$ cat src/rtl/debug_probe_pkg.sv
`default_nettype none
// ============================================================================
//  Module      : debug_probe_pkg
//  Description : Shared definitions for the debug_probe block: sequencer
//                state encoding, ASCII framing constants and the
//                nibble-to-hex-character helper.
//  Revision    : 1.0 - initial release
// ============================================================================
package debug_probe_pkg;

    // Frame sequencer states.
    //   ST_IDLE      : waiting for a halt rising edge
    //   ST_LOAD      : snapshot valid, first character handed to the UART
    //   ST_SEND_CHAR : UART shifting a character out
    //   ST_NEXT      : final stop-bit cycle; next character or frame decided
    typedef enum logic [1:0] {
        ST_IDLE      = 2'd0,
        ST_LOAD      = 2'd1,
        ST_SEND_CHAR = 2'd2,
        ST_NEXT      = 2'd3
    } state_t;

    localparam logic [7:0] c_ascii_space = 8'h20;
    localparam logic [7:0] c_ascii_cr    = 8'h0D;
    localparam logic [7:0] c_ascii_lf    = 8'h0A;

    // 0..9 -> '0'..'9', 10..15 -> 'A'..'F' (uppercase).
    function automatic logic [7:0] hex_ascii(input logic [3:0] nib);
        if (nib < 4'd10) begin
            return 8'h30 + {4'h0, nib};
        end
        return 8'h37 + {4'h0, nib};
    endfunction

endpackage : debug_probe_pkg
`default_nettype wire

$ cat src/rtl/debug_probe_if.sv
`default_nettype none
// ============================================================================
//  Module      : debug_probe_if
//  Description : Probe-side bundle of debug_probe: capture trigger, mode,
//                probe channels, UART line and busy flag.
//                master : environment driving halt/cont/probe
//                slave  : the debug_probe block
//  Revision    : 1.0 - initial release
// ============================================================================
interface debug_probe_if #(
    parameter int N_CH = 3
) ();
    logic                 halt;   // capture trigger (synchronous to clk)
    logic                 cont;   // 0 single-shot, 1 continuous while halt
    logic [16*N_CH-1:0]   probe;  // channel k at [16k+15:16k]
    logic                 tx;     // UART 8N1 line, idle high
    logic                 busy;   // frame captured or in flight

    modport master (
        output halt,
        output cont,
        output probe,
        input  tx,
        input  busy
    );

    modport slave (
        input  halt,
        input  cont,
        input  probe,
        output tx,
        output busy
    );
endinterface : debug_probe_if
`default_nettype wire

$ cat src/rtl/debug_probe_uart.sv
`default_nettype none
// ============================================================================
//  Module      : debug_probe_uart
//  Description : 8N1 serializer. A byte is accepted on i_valid & o_ready; its
//                start bit appears on o_tx in the following cycle. o_ready is
//                also high during the last cycle of a stop bit, so a byte
//                offered then follows with no idle gap.
//  Ports       : clk, rst_n     - clock, asynchronous active-low reset
//                i_data/i_valid - byte to send / offer strobe
//                o_ready        - byte will be accepted this cycle
//                o_stop_next    - next cycle is the last cycle of the stop bit
//                o_tx           - serial line (registered, idle high)
//  Revision    : 1.0 - initial release
// ============================================================================
module debug_probe_uart #(
    parameter int CLK_DIV = 104
) (
    input  wire logic       clk,
    input  wire logic       rst_n,
    input  wire logic [7:0] i_data,
    input  wire logic       i_valid,
    output logic            o_ready,
    output logic            o_stop_next,
    output logic            o_tx
);

    localparam logic [15:0] c_div_last    = 16'(CLK_DIV - 1);
    localparam logic [15:0] c_div_prelast = 16'(CLK_DIV - 2);
    localparam logic [3:0]  c_stop_bit    = 4'd9;

    logic        active_q, active_d;
    logic [3:0]  bit_q,    bit_d;     // 0 start, 1..8 data, 9 stop
    logic [15:0] div_q,    div_d;     // cycle within current bit
    logic [8:0]  shift_q,  shift_d;   // remaining data bits then stop bit
    logic        tx_q,     tx_d;

    logic        w_bit_end;
    logic        w_last;

    always_comb begin
        active_d    = active_q;
        bit_d       = bit_q;
        div_d       = div_q;
        shift_d     = shift_q;
        tx_d        = tx_q;

        w_bit_end   = active_q && (div_q == c_div_last);
        w_last      = w_bit_end && (bit_q == c_stop_bit);
        o_ready     = !active_q || w_last;
        o_stop_next = active_q && (bit_q == c_stop_bit) && (div_q == c_div_prelast);

        if (active_q) begin
            if (w_bit_end) begin
                div_d = '0;
                if (bit_q == c_stop_bit) begin
                    active_d = 1'b0;
                    tx_d     = 1'b1;
                end else begin
                    tx_d    = shift_q[0];
                    shift_d = {1'b1, shift_q[8:1]};
                    bit_d   = bit_q + 4'd1;
                end
            end else begin
                div_d = div_q + 16'd1;
            end
        end

        // A new byte overrides the end-of-stop behaviour above.
        if (i_valid && o_ready) begin
            active_d = 1'b1;
            tx_d     = 1'b0;
            shift_d  = {1'b1, i_data};
            bit_d    = '0;
            div_d    = '0;
        end
    end

    always_ff @(posedge clk or negedge rst_n) begin
        if (!rst_n) begin
            active_q <= 1'b0;
            bit_q    <= '0;
            div_q    <= '0;
            shift_q  <= '0;
            tx_q     <= 1'b1;
        end else begin
            active_q <= active_d;
            bit_q    <= bit_d;
            div_q    <= div_d;
            shift_q  <= shift_d;
            tx_q     <= tx_d;
        end
    end

    assign o_tx = tx_q;

endmodule : debug_probe_uart
`default_nettype wire

$ cat src/rtl/debug_probe.sv
`default_nettype none
// ============================================================================
//  Module      : debug_probe
//  Description : On a halt rising edge, snapshots N_CH 16-bit probe channels
//                and prints them over a UART 8N1 line as
//                "HHHH HHHH ...\r\n" (channel 0 first, MS nibble first).
//                With cont=1 and halt still high at frame end, a new
//                snapshot is taken immediately and another frame follows.
//  Ports       : clk    - sole clock
//                rst_n  - asynchronous active-low reset
//                dbg    - debug_probe_if.slave (halt, cont, probe, tx, busy)
//  Build macro : DEBUG_PROBE_CHECKSUM_EN - append " HH" (XOR of all snapshot
//                bytes) before CR LF.
//  Revision    : 1.0 - initial release
// ============================================================================
module debug_probe
    import debug_probe_pkg::*;
#(
    parameter int N_CH    = 3,
    parameter int CLK_DIV = 104
) (
    input  wire logic      clk,
    input  wire logic      rst_n,
    debug_probe_if.slave   dbg
);

    // Characters covering the channel fields and the separating spaces.
    localparam int c_data_chars = 5 * N_CH - 1;
`ifdef DEBUG_PROBE_CHECKSUM_EN
    localparam int c_frame_len  = 5 * N_CH + 4;
`else
    localparam int c_frame_len  = 5 * N_CH + 1;
`endif

    state_t              state_q, state_d;
    logic                halt_q,  halt_d;
    logic [16*N_CH-1:0]  snap_q,  snap_d;
    logic [5:0]          char_q,  char_d;   // index of the next character to hand over
    logic                busy_q,  busy_d;

    logic                w_trig;
    logic                w_valid;
    logic                w_ready;
    logic                w_stop_next;
    logic                w_tx;
    logic [7:0]          w_char;

    int                  w_pos;
    int                  w_ch;
    int                  w_dig;
    int                  w_off;

`ifdef DEBUG_PROBE_CHECKSUM_EN
    logic [7:0]          w_cks;

    always_comb begin
        w_cks = '0;
        for (int i = 0; i < 2 * N_CH; i++) begin
            w_cks = w_cks ^ snap_q[8*i +: 8];
        end
    end
`endif

    // Character at position char_q of the frame being sent.
    always_comb begin
        w_pos  = int'(char_q);
        w_ch   = w_pos / 5;
        w_dig  = w_pos % 5;          // 0..3 hex digit, 4 separator
        w_off  = w_pos - c_data_chars;
        w_char = c_ascii_lf;
        if (w_pos < c_data_chars) begin
            if (w_dig == 4) begin
                w_char = c_ascii_space;
            end else begin
                w_char = hex_ascii(snap_q[16*w_ch + 4*(3 - w_dig) +: 4]);
            end
        end else begin
`ifdef DEBUG_PROBE_CHECKSUM_EN
            case (w_off)
                0:       w_char = c_ascii_space;
                1:       w_char = hex_ascii(w_cks[7:4]);
                2:       w_char = hex_ascii(w_cks[3:0]);
                3:       w_char = c_ascii_cr;
                default: w_char = c_ascii_lf;
            endcase
`else
            if (w_off == 0) begin
                w_char = c_ascii_cr;
            end
`endif
        end
    end

    // Sequencer. NEXT coincides with the last stop-bit cycle of a character,
    // which is the UART's accept window for a gap-free next character and
    // the point where the frame is closed or restarted.
    always_comb begin
        state_d = state_q;
        halt_d  = dbg.halt;
        snap_d  = snap_q;
        char_d  = char_q;
        busy_d  = busy_q;
        w_valid = 1'b0;
        w_trig  = dbg.halt && !halt_q;

        case (state_q)
            ST_IDLE: begin
                if (w_trig) begin
                    snap_d  = dbg.probe;
                    busy_d  = 1'b1;
                    char_d  = '0;
                    state_d = ST_LOAD;
                end
            end

            ST_LOAD: begin
                w_valid = 1'b1;
                if (w_ready) begin
                    char_d  = char_q + 6'd1;
                    state_d = ST_SEND_CHAR;
                end
            end

            ST_SEND_CHAR: begin
                if (w_stop_next) begin
                    state_d = ST_NEXT;
                end
            end

            ST_NEXT: begin
                if (int'(char_q) < c_frame_len) begin
                    w_valid = 1'b1;
                    if (w_ready) begin
                        char_d  = char_q + 6'd1;
                        state_d = ST_SEND_CHAR;
                    end
                end else if (dbg.cont && dbg.halt) begin
                    // Back-to-back capture; busy stays high.
                    snap_d  = dbg.probe;
                    char_d  = '0;
                    state_d = ST_LOAD;
                end else begin
                    busy_d  = 1'b0;
                    char_d  = '0;
                    state_d = ST_IDLE;
                end
            end

            default: begin
                state_d = ST_IDLE;
            end
        endcase
    end

    always_ff @(posedge clk or negedge rst_n) begin
        if (!rst_n) begin
            state_q <= ST_IDLE;
            halt_q  <= 1'b0;
            snap_q  <= '0;
            char_q  <= '0;
            busy_q  <= 1'b0;
        end else begin
            state_q <= state_d;
            halt_q  <= halt_d;
            snap_q  <= snap_d;
            char_q  <= char_d;
            busy_q  <= busy_d;
        end
    end

    debug_probe_uart #(
        .CLK_DIV (CLK_DIV)
    ) u_uart (
        .clk         (clk),
        .rst_n       (rst_n),
        .i_data      (w_char),
        .i_valid     (w_valid),
        .o_ready     (w_ready),
        .o_stop_next (w_stop_next),
        .o_tx        (w_tx)
    );

    assign dbg.tx   = w_tx;
    assign dbg.busy = busy_q;

endmodule : debug_probe
`default_nettype wire

$ cat src/flat_wrapper.sv
// flat-port wrapper written by rule: the top's interface ports become plain ports
module debug_probe_flat import debug_probe_pkg::*;
#(
    parameter int N_CH    = 3,
    parameter int CLK_DIV = 104
)
  (clk, rst_n, dbg_halt, dbg_cont, dbg_probe, dbg_tx, dbg_busy);
  debug_probe_if #(.N_CH(N_CH)) dbg_i ();
  input  wire logic clk;
  input  wire logic rst_n;
  input wire logic [$bits(dbg_i.halt)-1:0] dbg_halt;
  input wire logic [$bits(dbg_i.cont)-1:0] dbg_cont;
  input wire logic [$bits(dbg_i.probe)-1:0] dbg_probe;
  output wire logic [$bits(dbg_i.tx)-1:0] dbg_tx;
  output wire logic [$bits(dbg_i.busy)-1:0] dbg_busy;
  assign dbg_i.halt = dbg_halt;
  assign dbg_i.cont = dbg_cont;
  assign dbg_i.probe = dbg_probe;
  assign dbg_tx = dbg_i.tx;
  assign dbg_busy = dbg_i.busy;
  debug_probe #(.N_CH(N_CH), .CLK_DIV(CLK_DIV)) u_core (.clk(clk), .rst_n(rst_n), .dbg(dbg_i));
endmodule
$ cat config.mk
export PLATFORM = sky130hd
export DESIGN_NAME = debug_probe_flat
export DESIGN_NICKNAME = d
export VERILOG_FILES = /design/src/rtl/debug_probe_pkg.sv /design/src/rtl/debug_probe_if.sv /design/src/rtl/debug_probe_uart.sv /design/src/rtl/debug_probe.sv /design/src/flat_wrapper.sv
export SDC_FILE = /design/constraint.sdc
export NUM_CORES = 1
export LEC_CHECK = 0
export BUFFER_PORTS_ARGS = -buffer_cell sky130_fd_sc_hd__buf_2
export CORE_MARGIN = 2
export CORE_UTILIZATION = 45
export DETAILED_ROUTE_END_ITERATION = 6
export PLACE_DENSITY_LB_ADDON = 0.08
export SLEW_MARGIN = 40
export SYNTH_ARGS = -nofsm -noshare
export SYNTH_HDL_FRONTEND = slang
export SYNTH_SLANG_ARGS = --single-unit
$ cat constraint.sdc
create_clock -name clk -period 11.6 [get_ports clk]
set_clock_uncertainty 0.15 [all_clocks]
set_input_delay 1.74 -clock clk [delete_from_list [all_inputs] [get_ports clk]]
set_output_delay 1.74 -clock clk [all_outputs]
set_load 0.02 [all_outputs]
== Word-level counts from Yosys, hierarchy flattened ==
Index checks and enable logic that the tools add are counted.
Cells by class
  $lt $le $gt $ge: 3
  equal/unequal tests: 13
  muxes and demuxes: 47
  shift operators: 1
  divide/modulo/power cells: 2
  $add $sub $neg: 8
  multiply operators: 0
  bitwise logic cells: 0
  reductions and logical operators: 22
Operators with widths (count)
  48-bit two-way mux: 3
  48-bit one-hot mux with 2 select lines: 1
  16-bit two-way mux: 3
  48-bit by 32-bit indexed part select with 4-bit output: 1
  9-bit two-way mux: 4
  32-bit adder: 1
  7-bit by 4-bit divider with 32-bit output (second input constant): 1
  16-bit by 7-bit equality test with 1-bit output (second input constant): 2
  32-bit by 4-bit equality test with 1-bit output (second input constant): 1
  32-bit logical NOT: 1
  7-bit by 4-bit remainder unit with 32-bit output (second input constant): 1
  8-bit two-way mux: 4
  3-bit by 30-bit subtractor with 30-bit output (first input constant): 1
  6-bit two-way mux: 3
  6-bit one-hot mux with 3 select lines: 1
  16-bit by 1-bit adder with 16-bit output (second input constant): 1
  1-bit two-way mux: 16
  4-bit two-way mux: 4
  6-bit by 4-bit adder with 7-bit output (first input constant): 2
  2-bit two-way mux: 4
  2-bit one-hot mux with 4 select lines: 1
  4-bit AND reduction: 2
  1-bit logical AND: 7
  6-bit by 4-bit subtractor with 7-bit output (second input constant): 1
  other kinds (19): 30
Word-level totals
  memory bits (writable): 0
  bits of input ports: 52
  output and inout port bits: 2
  ROM bits: 0
  latch bits: 0
  memories kept: 0
  logic and storage cells: 106
  flip-flop bits (word level): 89

== Longest topological paths before layout ==
Gate-level depths: netlist of run 1.
  word-level depth: 12
  mapped depth: 43
  mapped depth without buffers: 40

== Modules after synthesis ==
A second synthesis of run 1 with hierarchy kept.
Unflattened totals
  cells, all modules: 715
  area total of the unflattened synthesis: 6692.7 sq um
By module, submodules not included
  debug_probe: instances 1, cells each 540, sequential area each 1451.4 sq um, area each 4988.5 sq um
  debug_probe_uart: instances 1, cells each 175, sequential area each 777.0 sq um, area each 1704.1 sq um

== Worst setup path before layout of run 1 ==
OpenSTA, ideal clock, no wires.
  kind: register to register
  start: register u_core.char_q[2]
  end: register u_core.u_uart.shift_q[0]
  slack: 2832 ps
  arrival time: 8545 ps
  cell stages (with the launch flop): 42
  setup time: 73 ps
  path buffers: 3
  period minus slack after synthesis: 8768 ps
  data required time: 11377 ps
  cell sequence: dfrtp_1 > buf_4 > clkinv_1 > ha_1 > nand2b_4 > buf_4 > a21oi_1 > inv_1 > ha_1 > nor2b_1 > nand4_1 > a211oi_1 > a211o_4 > inv_4 > ha_1 > nor2b_1 > a221o_1 > o211ai_2 > [6 not listed] > o32a_2 > o2111ai_4 > nor2_8 > inv_4 > buf_2 > nand2_1 > o21ai_0 > ha_1 > fa_1 > mux2_2 > nand2_1 > o22ai_1 > nor4_1 > nor4_1 > a311oi_2 > o21bai_2 > mux2_4 > a21oi_2
On the way
  cells in the longest elaborated chain, start to end: 12
  elaborated cells on any way between the ends: 29
  classes of those cells: add/sub: 5; div: 2; order compare: 3; eq/ne: 2; shift: 1; mux: 11; reduce/logical: 5
RTL lines
  start: declaration: line debug_probe.sv:38  | logic [5:0] char_q, char_d;
  start signal: assignment: line debug_probe.sv:166  | char_q <= char_d;
  7-bit by 4-bit remainder unit with 32-bit output: line debug_probe.sv:68  | w_dig = w_pos % 5;
  3-bit by 30-bit subtractor with 30-bit output: line debug_probe.sv:75  | w_char = hex_ascii(snap_q[16*w_ch + 4*(3 - w_dig) +: 4]);
  32-bit adder: line debug_probe.sv:75
  48-bit by 32-bit indexed part select with 4-bit output: line debug_probe.sv:75
  4-bit less-than comparator: line debug_probe_pkg.sv:29  | if (nib < 4'd10) begin
  1-bit two-way mux: line debug_probe_pkg.sv:29
  1-bit two-way mux: line debug_probe.sv:72  | if (w_dig == 4) begin
  1-bit two-way mux: line debug_probe.sv:71  | if (w_pos < c_data_chars) begin
  8-bit two-way mux: line debug_probe_pkg.sv:32  | return 8'h37 + {4'h0, nib};
  8-bit two-way mux: line debug_probe.sv:72
  8-bit two-way mux: line debug_probe.sv:71
  9-bit two-way mux: line debug_probe_uart.sv:69  | if (i_valid && o_ready) begin
  end signal: assignment: line debug_probe_uart.sv:89  | shift_q <= shift_d;
  end: declaration: line debug_probe_uart.sv:34  | logic [8:0] shift_q, shift_d;
Parallel ways exist; a longest one is shown, timed or not. The select of a mux whose other input is x is not followed.
A chain may end at the register's enable or synchronous reset.

== Worst setup path in the final report of run 1 ==
Ends and elaborated chain as after synthesis.

==> metrics.txt, run 1 <==
# TYPE chip_impl_metric gauge
chip_impl_metric{name="setup_viol_count_final",unit=""} 0
chip_impl_metric{name="overflow",unit=""} 0
chip_impl_metric{name="max_slew.worst_pin.slew",unit="ps"} 813
chip_impl_metric{name="whs_path_depth",unit=""} 1
chip_impl_metric{name="avgViaCountPerCell",unit=""} 5.98
chip_impl_info{name="clock_tree_from_tritoncts",value="built"} 1
chip_impl_metric{name="worst_ir_drop_vdd",unit="mV"} 0.117
chip_impl_metric{name="via_count_of_the_first_global_routing_pass",unit=""} 5446
chip_impl_metric{name="clk_transition_reported_paths",unit="ps"} 70
chip_impl_metric{name="worst-r2r-cell-count",unit=""} 39
chip_impl_info{name="layout.cells.most_common_list",value="88 x dfrtp_1, 67 x nor2_1, 57 x nand2_1"} 1
chip_impl_metric{name="syn-mean-instance-area",unit="um2"} 9.71
chip_impl_info{name="min_delay_worst_endpoint",value="u_core.u_uart.shift_q[8]$_DFFE_PN0P_"} 1
chip_impl_metric{name="chipWidth",unit="um"} 126
chip_impl_info{name="critical_path.startpoint_type",value="register"} 1
chip_impl_metric{name="finish.cell_count_without_fillers",unit=""} 913
chip_impl_metric{name="worst-endpoint-arrival",unit="ps"} 10390
chip_impl_metric{name="warning_count_from_the_yosys_run",unit=""} 0
chip_impl_metric{name="post_dp_cell_area",unit="mm2"} 0.00704
chip_impl_metric{name="worst_skew_pair.late_latency",unit="ps"} 350
chip_impl_info{name="r2r-end",value="u_core.u_uart.shift_q[0]$_DFFE_PN0P_"} 1
chip_impl_metric{name="n_fill_cell",unit=""} 1348
chip_impl_metric{name="numCtsBuffers",unit=""} 9
chip_impl_metric{name="timing.final.hold_violations",unit=""} 0
chip_impl_metric{name="layout-drive-gt1-share",unit="%"} 25.1
chip_impl_metric{name="floorplan.rows",unit=""} 44
chip_impl_metric{name="wire_length_of_the_first_global_routing_pass",unit="um"} 27900
chip_impl_metric{name="async_set_reset_flop_share_out_of_synthesis",unit="%"} 100
chip_impl_info{name="min-delay-path-class",value="reg2reg"} 1
chip_impl_metric{name="synth.net_count",unit=""} 761
chip_impl_metric{name="final_max_slew_viol_count",unit=""} 0
chip_impl_metric{name="grt_start_max_net_pins",unit=""} 67
chip_impl_metric{name="antenna-diode-count",unit=""} 0
chip_impl_metric{name="syn_area",unit="mm2"} 0.00665
chip_impl_metric{name="antenna_violating_nets_post_route",unit=""} 0
chip_impl_metric{name="number_of_max_capacitance_violations_reported",unit=""} 0
chip_impl_metric{name="min_period",unit="ps"} 10270
chip_impl_metric{name="htreeDepth",unit=""} 3
chip_impl_metric{name="design.final.nets",unit=""} 800
chip_impl_metric{name="final_routed_wirelength",unit="um"} 16700
chip_impl_metric{name="core_area",unit="mm2"} 0.0145
chip_impl_info{name="launch_point_of_the_worst_reg_to_reg_path",value="u_core.char_q[2]$_DFFE_PN0P_"} 1
chip_impl_metric{name="cp_max_fo",unit=""} 18
chip_impl_metric{name="globalplace.congestion",unit=""} 0.881
chip_impl_metric{name="post_synth_num_cell_types",unit=""} 103
chip_impl_metric{name="cts_repair_resize_count",unit=""} 0
chip_impl_metric{name="post-route-period-util",unit="%"} 88.5
chip_impl_metric{name="groute.usage.overall",unit="%"} 21.7
chip_impl_metric{name="floorplan.initialDensity",unit="%"} 45.9
chip_impl_metric{name="worst_slew_margin_rel",unit="%"} 45.8
chip_impl_metric{name="port_buffers",unit=""} 53
chip_impl_info{name="crit_path_frequent_cell",value="ha_1"} 1
chip_impl_metric{name="drt_iter0_drcs",unit=""} 351
chip_impl_metric{name="synth.yosys.seq_area_share",unit="%"} 33.5
chip_impl_metric{name="tns",unit="ps"} 0
chip_impl_metric{name="power_per_cell_area",unit="mW/mm2"} 201
chip_impl_metric{name="routed_wire_length_per_instance",unit="um"} 18.2
chip_impl_metric{name="seq_area",unit="mm2"} 0.00223
chip_impl_info{name="critical_path.slowest_cell",value="fa_1"} 1
chip_impl_metric{name="synth_cells",unit=""} 685
chip_impl_info{name="outcome",value="finished, final reports clean"} 1
chip_impl_metric{name="ctsHoldBuffers",unit=""} 0
chip_impl_metric{name="cts_max_path_buffers",unit=""} 2
chip_impl_metric{name="die-height",unit="um"} 126
chip_impl_metric{name="antenna_found_initial",unit=""} 0
chip_impl_metric{name="multiInputGateArea",unit="mm2"} 0.00417
chip_impl_metric{name="synth_enable_flop_cells",unit=""} 0
chip_impl_metric{name="boundaryPins",unit=""} 54
chip_impl_info{name="layout.cells.most_common",value="dfrtp_1"} 1
chip_impl_metric{name="overall_die_area",unit="mm2"} 0.0158
chip_impl_info{name="setup.worst_path.class",value="reg2reg"} 1
chip_impl_info{name="min-delay-start",value="u_core.u_uart.shift_q[8]$_DFFE_PN0P_"} 1
chip_impl_metric{name="dr.pass1.iters",unit=""} 5
chip_impl_metric{name="clock-sinks",unit=""} 89
chip_impl_metric{name="post-route-drc-count",unit=""} 0
chip_impl_metric{name="worst-endpoint-required",unit="ps"} 11720
chip_impl_metric{name="number_of_setup_buffers_added_after_cts",unit=""} 0
chip_impl_metric{name="timing.reg2reg.setup_slack",unit="ps"} 1330
chip_impl_metric{name="power.leakage",unit="nW"} 3.13
chip_impl_metric{name="placed_cells",unit=""} 897
chip_impl_metric{name="dp.final_hpwl",unit="um"} 12600
chip_impl_metric{name="area_growth_syn_to_layout",unit="%"} 10.3
chip_impl_metric{name="crit_path_max_incr_delay",unit="ps"} 730
chip_impl_info{name="synth_flop_type",value="dfrtp_1"} 1
chip_impl_metric{name="finish.instance_area",unit="mm2"} 0.00733
chip_impl_metric{name="vias_post_dr",unit=""} 5463
chip_impl_metric{name="postSynthRegisterBits",unit=""} 89
chip_impl_info{name="crit_path_end_kind",value="register"} 1
chip_impl_metric{name="maxClockFrequency",unit="GHz"} 0.0974
chip_impl_info{name="cts-root-buf",value="clkbuf_16"} 1
chip_impl_info{name="rsz0062_at_grt",value="false"} 1
synth_stat cells, types with 3 or more instances:
| master | n | area share, % |
|---|---|---|
| a21boi_0 | 3 | 0.34 |
| o31ai_1 | 4 | 0.45 |
| nand4_1 | 11 | 1.0 |
| or3_1 | 4 | 0.38 |
| mux2_2 | 53 | 9.0 |
| nand2_1 | 57 | 3.2 |
| nor3_1 | 11 | 0.83 |
| buf_4 | 3 | 0.34 |
| nor2b_1 | 8 | 0.75 |
| dfrtp_1 | 88 | 33 |
| clkbuf_1 | 16 | 0.90 |
| o22ai_1 | 5 | 0.47 |
| xor2_1 | 15 | 2.0 |
| o21ai_1 | 4 | 0.30 |
| ha_1 | 23 | 4.3 |
| inv_1 | 21 | 1.2 |
| a21oi_1 | 25 | 1.9 |
| a21o_1 | 6 | 0.68 |
| nor4_1 | 5 | 0.47 |
| nand4b_1 | 3 | 0.40 |
| and3_1 | 7 | 0.66 |
| mux2i_1 | 19 | 2.9 |
| o21a_1 | 5 | 0.56 |
| buf_1 | 3 | 0.17 |
| or2_2 | 3 | 0.28 |
| a211oi_1 | 9 | 1.0 |
| nor2_1 | 67 | 3.8 |
| a22o_1 | 3 | 0.40 |
| buf_6 | 4 | 0.68 |
| buf_2 | 5 | 0.38 |
| mux4_2 | 8 | 2.7 |
| and4_1 | 3 | 0.40 |
| o211ai_1 | 13 | 1.5 |
| nand3_1 | 30 | 2.3 |
| o21ai_0 | 21 | 1.6 |
| a31oi_1 | 14 | 1.3 |
| xnor2_1 | 22 | 2.9 |
area by class of cell:
cell class                      instances  area share (%)
Multi-Input combinational cell        539            56.9
Clock inverter                          6           0.563
Sequential cell                        89            30.4
Timing Repair Buffer                   59            4.32
Clock buffer                           10            3.26
Inverter                               26            1.47
Tap cell                              184            3.14
power breakdown:
part | internal (mW) | leakage (nW) | switching, mW | total [mW]
clock network | 0.151 | 0.143 | 0.124 | 0.275
registers | 0.427 | 1.10 | 0.109 | 0.536
logic | 0.322 | 1.89 | 0.343 | 0.665
total | 0.901 | 3.13 | 0.576 | 1.48
per-stage QoR:
step	hold slack [ps]	utilization, %	total power, mW	setup WS (ps)
after global routing	366	50.6	1.59	775
after floorplan	289	-	1.04	2830
after global placement	304	48.6	1.19	1930
after detailed placement	307	48.6	1.20	1490
after CTS	327	50.6	1.48	1460
final	322	50.6	1.48	1330
worst max-delay path by stage:
stage / cells past startpoint / slack [ps] / from / endpoint
after floorplan: 41 / 2830 / u_core.char_q[2]$_DFFE_PN0P_ / u_core.u_uart.shift_q[0]$_DFFE_PN0P_
after global placement: 39 / 1930 / u_core.char_q[2]$_DFFE_PN0P_ / u_core.u_uart.shift_q[0]$_DFFE_PN0P_
after detailed placement: 39 / 1490 / u_core.char_q[2]$_DFFE_PN0P_ / u_core.u_uart.shift_q[0]$_DFFE_PN0P_
after CTS: 39 / 1460 / u_core.char_q[2]$_DFFE_PN0P_ / u_core.u_uart.shift_q[0]$_DFFE_PN0P_
after global routing: 39 / 770 / u_core.char_q[2]$_DFFE_PN0P_ / u_core.u_uart.shift_q[0]$_DFFE_PN0P_
final: 39 / 1330 / u_core.char_q[2]$_DFFE_PN0P_ / u_core.u_uart.shift_q[0]$_DFFE_PN0P_
critical path, delay by kind of cell (launching register included):
kind / cells / cell delay (ps)
flops: 1 / 660
simple gates: 10 / 1700
xor+xnor: 1 / 110
compound gates: 13 / 3170
mux: 2 / 710
buf+inv: 7 / 1350
fa+ha+maj: 6 / 2290
layer usage:
layer	global-route usage, %	up-vias	routed length [um]
met3	3.72	42	760
li1	-	2618	-
met2	33.5	161	7560
met1	29.4	2642	7710
met4	10.8	0	640
met5	0	-	0
registers in the layout, indices dropped and copies added, names as in the netlist:
| name | count |
|---|---|
| u_core.snap_q | 48 |
| u_core.u_uart.div_q | 16 |
| u_core.u_uart.shift_q | 9 |
| u_core.char_q | 6 |
| u_core.u_uart.bit_q | 4 |
| u_core.state_q | 2 |
| u_core.dbg.busy | 1 |
| u_core.halt_q | 1 |
| u_core.u_uart.active_q | 1 |
| u_core.u_uart.o_tx | 1 |
cell families (layout without fill, tap and decap cells):
family | after synthesis | after routing | synth area share, %
simple gates | 231 | 231 | 17.7
compound gates | 164 | 164 | 19.9
flops | 89 | 89 | 33.5
mux | 83 | 83 | 15.3
buf+inv | 57 | 101 | 4.08
xor+xnor | 37 | 37 | 4.87
fa+ha+maj | 24 | 24 | 4.63
No activity file was read; power rests on OpenSTA's default activity.
==> run 2, diff against run 1 <==
--- a/config.mk
+++ b/config.mk
@@ -6,10 +6,14 @@
 export NUM_CORES = 1
 export LEC_CHECK = 0
 export BUFFER_PORTS_ARGS = -buffer_cell sky130_fd_sc_hd__buf_2
+export CELL_PAD_IN_SITES_DETAIL_PLACEMENT = 1
+export CELL_PAD_IN_SITES_GLOBAL_PLACEMENT = 1
 export CORE_MARGIN = 2
 export CORE_UTILIZATION = 45
 export DETAILED_ROUTE_END_ITERATION = 6
+export GPL_TIMING_DRIVEN = 0
 export PLACE_DENSITY_LB_ADDON = 0.08
+export SETUP_SLACK_MARGIN = 0.1
 export SLEW_MARGIN = 40
 export SYNTH_ARGS = -nofsm -noshare
 export SYNTH_HDL_FRONTEND = slang
==> metrics.txt, run 2 (synthesized netlist as in run 1, its figures left out) <==
# TYPE chip_impl_metric gauge
chip_impl_info{name="outcome",value="finished, final reports clean"} 1
chip_impl_metric{name="n_fill_cell",unit=""} 1625
chip_impl_metric{name="fin_hold_ws",unit="ps"} 331
chip_impl_info{name="top_register",value="u_core.snap_q"} 1
chip_impl_metric{name="overflow",unit=""} 0
chip_impl_info{name="crit_path_end_kind",value="register"} 1
chip_impl_metric{name="globalplace.congestion",unit=""} 0.902
chip_impl_info{name="layout.cells.most_common_list",value="88 x dfrtp_1, 67 x nor2_1, 57 x buf_2, 57 x nand2_1, 53 x mux2_2"} 1
chip_impl_metric{name="finish.instance_area",unit="mm2"} 0.00751
chip_impl_metric{name="dr.pass1.iters",unit=""} 5
chip_impl_metric{name="maxClockFrequency",unit="GHz"} 0.0931
chip_impl_metric{name="routed_wire_length_per_instance",unit="um"} 20.9
chip_impl_metric{name="final_max_slew_viol_count",unit=""} 0
chip_impl_metric{name="via_count_of_the_first_global_routing_pass",unit=""} 6032
chip_impl_metric{name="final_routed_wirelength",unit="um"} 19600
chip_impl_metric{name="wire_length_of_the_first_global_routing_pass",unit="um"} 32200
chip_impl_metric{name="post_dp_cell_area",unit="mm2"} 0.00717
chip_impl_info{name="min_delay_worst_endpoint",value="u_core.u_uart.shift_q[8]$_DFFE_PN0P_"} 1
chip_impl_metric{name="htreeDepth",unit=""} 3
chip_impl_metric{name="antenna_violating_nets_post_route",unit=""} 0
chip_impl_metric{name="area_growth_syn_to_layout",unit="%"} 13.0
chip_impl_info{name="layout.cells.most_common",value="dfrtp_1"} 1
chip_impl_metric{name="setup_viol_count_final",unit=""} 0
chip_impl_metric{name="drt_iter0_drcs",unit=""} 354
chip_impl_metric{name="worst-endpoint-arrival",unit="ps"} 10880
chip_impl_metric{name="clk_transition_reported_paths",unit="ps"} 60
chip_impl_info{name="launch_point_of_the_worst_reg_to_reg_path",value="u_core.char_q[2]$_DFFE_PN0P_"} 1
chip_impl_metric{name="number_of_max_capacitance_violations_reported",unit=""} 0
chip_impl_metric{name="max_slew.worst_pin.slew",unit="ps"} 764
chip_impl_info{name="clock_tree_from_tritoncts",value="built"} 1
chip_impl_metric{name="antenna_found_initial",unit=""} 0
chip_impl_metric{name="antenna-diode-count",unit=""} 0
chip_impl_metric{name="cp_max_fo",unit=""} 10
chip_impl_metric{name="chipWidth",unit="um"} 126
chip_impl_metric{name="core_area",unit="mm2"} 0.0145
chip_impl_info{name="r2r-end",value="u_core.u_uart.shift_q[0]$_DFFE_PN0P_"} 1
chip_impl_metric{name="tns",unit="ps"} 0
chip_impl_metric{name="cp_num_buf_inv",unit=""} 9
chip_impl_metric{name="timing.reg2reg.setup_slack",unit="ps"} 850
chip_impl_metric{name="worst_ir_drop_vdd",unit="mV"} 0.111
chip_impl_metric{name="whs_path_depth",unit=""} 1
chip_impl_metric{name="min_period",unit="ps"} 10750
chip_impl_metric{name="report.power.total",unit="mW"} 1.59
chip_impl_metric{name="grt_start_max_net_pins",unit=""} 56
chip_impl_metric{name="worst-endpoint-required",unit="ps"} 11730
chip_impl_metric{name="cts_max_path_buffers",unit=""} 2
chip_impl_info{name="min-delay-path-class",value="reg2reg"} 1
chip_impl_info{name="critical_path.startpoint_type",value="register"} 1
chip_impl_metric{name="boundaryPins",unit=""} 54
chip_impl_metric{name="port_buffers",unit=""} 53
chip_impl_metric{name="worst-r2r-cell-count",unit=""} 41
chip_impl_metric{name="number_of_setup_buffers_added_after_cts",unit=""} 0
chip_impl_metric{name="post-route-drc-count",unit=""} 0
chip_impl_metric{name="power_per_cell_area",unit="mW/mm2"} 212
chip_impl_metric{name="floorplan.initialDensity",unit="%"} 45.9
chip_impl_metric{name="design.final.nets",unit=""} 826
chip_impl_info{name="biggestRegsByFlops",value="u_core.snap_q (48), u_core.u_uart.div_q (16), u_core.u_uart.shift_q (9)"} 1
chip_impl_metric{name="vias_post_dr",unit=""} 5749
chip_impl_metric{name="floorplan.rows",unit=""} 44
chip_impl_metric{name="avgViaCountPerCell",unit=""} 6.12
chip_impl_metric{name="dp.final_hpwl",unit="um"} 14900
chip_impl_info{name="min-delay-start",value="u_core.u_uart.shift_q[8]$_DFFE_PN0P_"} 1
chip_impl_metric{name="worst_slew_margin_rel",unit="%"} 49.1
chip_impl_metric{name="crit_path_max_incr_delay",unit="ps"} 770
chip_impl_metric{name="layout-drive-gt1-share",unit="%"} 25.0
chip_impl_info{name="crit_path_frequent_cell",value="ha_1"} 1
chip_impl_info{name="cts-root-buf",value="clkbuf_16"} 1
chip_impl_metric{name="die-height",unit="um"} 126
chip_impl_metric{name="finish.utilization",unit="%"} 51.9
chip_impl_info{name="rsz0062_at_grt",value="false"} 1
chip_impl_metric{name="worst_skew_pair.late_latency",unit="ps"} 360
chip_impl_metric{name="timing.final.hold_violations",unit=""} 0
chip_impl_info{name="setup.worst_path.class",value="reg2reg"} 1
chip_impl_metric{name="overall_die_area",unit="mm2"} 0.0158
chip_impl_metric{name="numCtsBuffers",unit=""} 9
chip_impl_metric{name="post-route-period-util",unit="%"} 92.6
chip_impl_info{name="critPathLaunch",value="u_core.char_q[2]$_DFFE_PN0P_"} 1
chip_impl_metric{name="clock-sinks",unit=""} 89
chip_impl_metric{name="power.leakage",unit="nW"} 3.22
chip_impl_metric{name="groute.usage.overall",unit="%"} 25.5
chip_impl_info{name="critical_path.slowest_cell",value="fa_1"} 1
chip_impl_metric{name="largest_register_ff_count",unit=""} 48
chip_impl_info{name="critPathTopFamily",value="compound AO/OA/AOI/OAI gates"} 1
-- run 2: cell types whose count changed in the layout (fill, tap and decap cells not counted) --
| cell | before | now |
|---|---|---|
| buf_1 | 0 | 3 |
| buf_12 | 0 | 1 |
| buf_2 | 52 | 57 |
| buf_4 | 6 | 3 |
| buf_6 | 1 | 5 |
| bufinv_16 | 0 | 2 |
| clkbuf_1 | 0 | 17 |
| clkinv_2 | 3 | 0 |
| clkinv_4 | 3 | 2 |
| inv_6 | 1 | 2 |
| o21ai_0 | 20 | 21 |
| o21ai_4 | 1 | 0 |
| xnor2_1 | 22 | 21 |
| xnor2_2 | 0 | 1 |
-- run 2: layer usage --
metal  vias up  GRT usage (%)  share of wire (%)
met1      2944           35.5                 47
met2       118           41.9                 48
met5         -              0                  0
met3        17           3.85                3.6
met4         0           6.34                1.3
li1       2670              -                  -
-- run 2: per-stage QoR --
stage          std cells  setup slack (ps)
6_report             939               855
3_5_place_dp         923               838
3_3_place_gp         922              1060
4_1_cts              939               768
2_1_floorplan        685              2830
5_1_grt              939               150
-- run 2: repair_timing --
item / CTS / global route
gates resized for setup: 0 / 1
hold buffers: 0 / 0
endpoints found under the hold margin: 0 / 0
endpoints found under the setup margin: 0 / 2
-- run 2: area by class of cell --
class                      count  area, um2  share of cell area [%]
sequential                    89       2230                    29.7
multi-input combinational    539       4160                    55.4
tap                          184        230                    3.06
clock buffer                  11        243                    3.23
inverter                      26        108                    1.43
clock inverter                 5       86.3                    1.15
buffer                        31        164                    2.18
timing repair buffer          54        292                    3.88
-- run 2: how the worst max path moves through the flow --
stage	to	cells past startpoint
floorplan	u_core.u_uart.shift_q[0]$_DFFE_PN0P_	41
global placement	u_core.u_uart.shift_q[0]$_DFFE_PN0P_	41
detailed placement	u_core.u_uart.shift_q[0]$_DFFE_PN0P_	41
CTS	u_core.u_uart.shift_q[0]$_DFFE_PN0P_	41
global route	u_core.u_uart.shift_q[0]$_DFFE_PN0P_	41
finish	u_core.u_uart.shift_q[0]$_DFFE_PN0P_	41
-- run 2: worst register-to-register path, delay by kind of cell (launching register included) --
family | cells | cell delay (ps)
flip-flops | 1 | 370
adder cells (fa/ha/maj) | 6 | 2430
AO/OA/AOI/OAI | 13 | 3230
buffers and inverters | 9 | 1840
multiplexers | 2 | 750
AND/OR/NAND/NOR | 10 | 1690
XOR/XNOR | 1 | 190
-- run 2: report_power, final --
group | leakage (nW) | internal [mW] | total, mW | switching, mW
Sequential | 1.10 | 0.427 | 0.535 | 0.108
Clock | 0.161 | 0.197 | 0.331 | 0.134
Combinational | 1.96 | 0.329 | 0.724 | 0.394
==> run 3, diff against run 2 <==
--- a/config.mk
+++ b/config.mk
@@ -5,6 +5,7 @@
 export SDC_FILE = /design/constraint.sdc
 export NUM_CORES = 1
 export LEC_CHECK = 0
+export ABC_AREA = 1
 export BUFFER_PORTS_ARGS = -buffer_cell sky130_fd_sc_hd__buf_2
 export CELL_PAD_IN_SITES_DETAIL_PLACEMENT = 1
 export CELL_PAD_IN_SITES_GLOBAL_PLACEMENT = 1
==> metrics.txt, run 3 <==
# TYPE chip_impl_metric gauge
chip_impl_metric{name="synth_enable_flop_cells",unit=""} 0
chip_impl_info{name="rsz0062_at_grt",value="false"} 1
chip_impl_metric{name="overflow",unit=""} 0
chip_impl_metric{name="numCtsBuffers",unit=""} 9
chip_impl_metric{name="vias_post_dr",unit=""} 5745
chip_impl_metric{name="syn_area",unit="mm2"} 0.00631
chip_impl_metric{name="post-route-period-util",unit="%"} 61.5
chip_impl_metric{name="min_period",unit="ps"} 7140
chip_impl_metric{name="synth_cells",unit=""} 829
chip_impl_metric{name="post-route-drc-count",unit=""} 0
chip_impl_metric{name="layout-drive-gt1-share",unit="%"} 19.1
chip_impl_metric{name="antenna_found_initial",unit=""} 0
chip_impl_metric{name="maxClockFrequency",unit="GHz"} 0.140
chip_impl_metric{name="number_of_max_capacitance_violations_reported",unit=""} 0
chip_impl_metric{name="via_count_of_the_first_global_routing_pass",unit=""} 6115
chip_impl_info{name="crit_path_end_kind",value="register"} 1
chip_impl_info{name="min-delay-path-class",value="reg2reg"} 1
chip_impl_info{name="layout.cells.most_common",value="nand2_1"} 1
chip_impl_info{name="critical_path.slowest_cell",value="fa_1"} 1
chip_impl_metric{name="fin_hold_ws",unit="ps"} 321
chip_impl_metric{name="clock-sinks",unit=""} 89
chip_impl_metric{name="synth.yosys.seq_area_share",unit="%"} 35.3
chip_impl_metric{name="htreeDepth",unit=""} 3
chip_impl_info{name="top_register",value="u_core.snap_q"} 1
chip_impl_metric{name="crit_path_max_incr_delay",unit="ps"} 690
chip_impl_metric{name="setup_viol_count_final",unit=""} 0
chip_impl_metric{name="globalplace.congestion",unit=""} 0.820
chip_impl_metric{name="cts_max_path_buffers",unit=""} 2
chip_impl_info{name="clock_tree_from_tritoncts",value="built"} 1
chip_impl_metric{name="warning_count_from_the_yosys_run",unit=""} 0
chip_impl_metric{name="chipWidth",unit="um"} 122
chip_impl_metric{name="max_slew.worst_pin.slew",unit="ps"} 636
chip_impl_metric{name="overall_die_area",unit="mm2"} 0.0150
chip_impl_metric{name="clk_transition_reported_paths",unit="ps"} 70
chip_impl_metric{name="ctsHoldBuffers",unit=""} 0
chip_impl_info{name="launch_point_of_the_worst_reg_to_reg_path",value="u_core.char_q[0]$_DFFE_PN0P_"} 1
chip_impl_metric{name="cp_max_fo",unit=""} 10
chip_impl_metric{name="worst-r2r-cell-count",unit=""} 42
chip_impl_metric{name="dr.pass1.iters",unit=""} 4
chip_impl_metric{name="port_buffers",unit=""} 53
chip_impl_metric{name="finish.cell_count_without_fillers",unit=""} 1079
chip_impl_metric{name="boundaryPins",unit=""} 54
chip_impl_metric{name="grt_start_max_net_pins",unit=""} 56
chip_impl_metric{name="postSynthRegisterBits",unit=""} 89
chip_impl_metric{name="final_routed_wirelength",unit="um"} 17100
chip_impl_metric{name="avgViaCountPerCell",unit=""} 5.32
chip_impl_info{name="critical_path.startpoint_type",value="register"} 1
chip_impl_metric{name="antenna-diode-count",unit=""} 0
chip_impl_info{name="synth_flop_type",value="dfrtp_1"} 1
chip_impl_info{name="netlist.top_cell.by_area",value="dfrtp_1"} 1
chip_impl_metric{name="whs_path_depth",unit=""} 2
chip_impl_info{name="min_delay_worst_endpoint",value="u_core.u_uart.shift_q[8]$_DFFE_PN0P_"} 1
chip_impl_metric{name="placed_cells",unit=""} 1063
chip_impl_metric{name="antenna_violating_nets_post_route",unit=""} 0
chip_impl_metric{name="post_synth_num_cell_types",unit=""} 57
chip_impl_metric{name="worst-endpoint-required",unit="ps"} 11670
chip_impl_metric{name="worst_slew_margin_rel",unit="%"} 57.4
chip_impl_info{name="layout.cells.most_common_list",value="182 x nand2_1, 118 x inv_1, 88 x dfrtp_1"} 1
chip_impl_metric{name="syn-mean-instance-area",unit="um2"} 7.61
chip_impl_info{name="critPathLaunch",value="u_core.char_q[0]$_DFFE_PN0P_"} 1
chip_impl_metric{name="number_of_setup_buffers_added_after_cts",unit=""} 0
chip_impl_metric{name="timing.final.hold_violations",unit=""} 0
chip_impl_info{name="outcome",value="finished, final reports clean"} 1
chip_impl_info{name="netlist_top_cells_area",value="dfrtp_1 35%, nand2_1 11%, inv_1 7.0%, nand3_1 6.6%, ha_1 4.6%"} 1
chip_impl_info{name="min-delay-start",value="u_core.u_uart.shift_q[8]$_DFFE_PN0P_"} 1
chip_impl_metric{name="floorplan.initialDensity",unit="%"} 45.8
chip_impl_metric{name="area_growth_syn_to_layout",unit="%"} 13.0
chip_impl_metric{name="design.final.nets",unit=""} 970
chip_impl_metric{name="core_area",unit="mm2"} 0.0138
chip_impl_metric{name="worst-endpoint-arrival",unit="ps"} 7200
chip_impl_metric{name="finish.utilization",unit="%"} 51.7
chip_impl_metric{name="final_max_slew_viol_count",unit=""} 0
chip_impl_info{name="setup.worst_path.class",value="reg2reg"} 1
chip_impl_metric{name="wire_length_of_the_first_global_routing_pass",unit="um"} 29100
chip_impl_info{name="synth.most_common_cell",value="nand2_1"} 1
chip_impl_metric{name="synthDominantCellAreaShare",unit="%"} 34.9
chip_impl_metric{name="groute.usage.overall",unit="%"} 24.3
chip_impl_metric{name="drt_iter0_drcs",unit=""} 252
chip_impl_metric{name="worst_skew_pair.late_latency",unit="ps"} 340
chip_impl_info{name="crit_path_frequent_cell",value="inv_1"} 1
chip_impl_metric{name="timing.reg2reg.setup_slack",unit="ps"} 4460
chip_impl_metric{name="routed_wire_length_per_instance",unit="um"} 15.9
chip_impl_metric{name="async_set_reset_flop_share_out_of_synthesis",unit="%"} 100
chip_impl_info{name="biggestRegsByFlops",value="u_core.snap_q (48), u_core.u_uart.div_q (16), u_core.u_uart.shift_q (9)"} 1
chip_impl_metric{name="floorplan.rows",unit=""} 43
chip_impl_metric{name="die-height",unit="um"} 122
chip_impl_info{name="cts-root-buf",value="clkbuf_16"} 1
chip_impl_info{name="r2r-end",value="u_core.u_uart.shift_q[5]$_DFFE_PN0P_"} 1
chip_impl_metric{name="cts_repair_resize_count",unit=""} 0
chip_impl_metric{name="synth.net_count",unit=""} 905
chip_impl_info{name="synth_top_cells_by_count",value="182 x nand2_1, 118 x inv_1, 88 x dfrtp_1"} 1
chip_impl_metric{name="dp.final_hpwl",unit="um"} 13200
chip_impl_metric{name="tns",unit="ps"} 0
chip_impl_metric{name="largest_register_ff_count",unit=""} 48
-- run 3: cell types whose count changed in the layout (fill, tap and decap cells not counted), moves of 10 or more --
cell      delta
nand2_1    +125
inv_1       +97
nand3_1     +53
mux2_2      -45
o21ai_0     +35
nand2_2     +23
nor2_1      -22
mux2i_1     -19
xnor2_1     -19
nand2_4     +13
a31oi_1     -11
o211ai_1    -10
-- run 3: per-stage QoR --
step | worst slack (ps) | instance area (um2)
3_5_place_dp | 4520 | 6850
4_1_cts | 4420 | 7130
6_report | 4460 | 7130
2_1_floorplan | 5550 | 6310
5_1_grt | 3840 | 7130
3_3_place_gp | 4720 | 6800
-- run 3: worst max path at each step --
stage,to,slack [ps],depth (start not counted)
floorplan,u_core.u_uart.shift_q[0]$_DFFE_PN0P_,5550,50
global placement,u_core.u_uart.shift_q[0]$_DFFE_PN0P_,4720,44
detailed placement,u_core.u_uart.shift_q[5]$_DFFE_PN0P_,4520,42
CTS,u_core.u_uart.shift_q[5]$_DFFE_PN0P_,4420,42
global route,u_core.u_uart.shift_q[0]$_DFFE_PN0P_,3840,50
finish,u_core.u_uart.shift_q[5]$_DFFE_PN0P_,4460,42
-- run 3: cell families (layout without fill, tap and decap cells) --
family | count (synthesis) | in the layout | synth area share, %
buffers and inverters | 150 | 220 | 10.4
AOI/OAI and AO/OA | 129 | 129 | 12.0
DFF | 89 | 89 | 35.3
adders and majority gates | 24 | 24 | 4.88
muxes | 8 | 8 | 1.43
xor gates and xnor gates | 12 | 12 | 1.67
and+or+nand+nor | 417 | 417 | 34.4
-- run 3: per-layer routing --
metal	wire length (um)	global-route usage, %
met5	0	0
met4	236	6.97
met3	454	3.21
met2	8630	43.5
met1	7780	30.6
-- run 3: worst max-delay path, delay by kind of cell, from the launching register on --
kind                     cells  cell delay [ps]
AO/OA/AOI/OAI                4              510
adder cells (fa/ha/maj)      5             1650
flip-flops                   1              600
buffers and inverters        8             1030
AND/OR/NAND/NOR             25             3050
-- run 3: final cells by class --
cell class,instances,area [um2]
Fill cell,1760,6650
Multi-Input combinational cell,590,3440
Sequential cell,89,2230
Inverter,128,485
Timing Repair Buffer,54,299
Clock buffer,9,225
Tap cell,180,225
Buffer,22,168
Clock inverter,7,53.8
Power of run 3 is left out: the tool's default activity adds up to more than one toggle a clock period on the data nets, which glitch-free logic cannot reach.
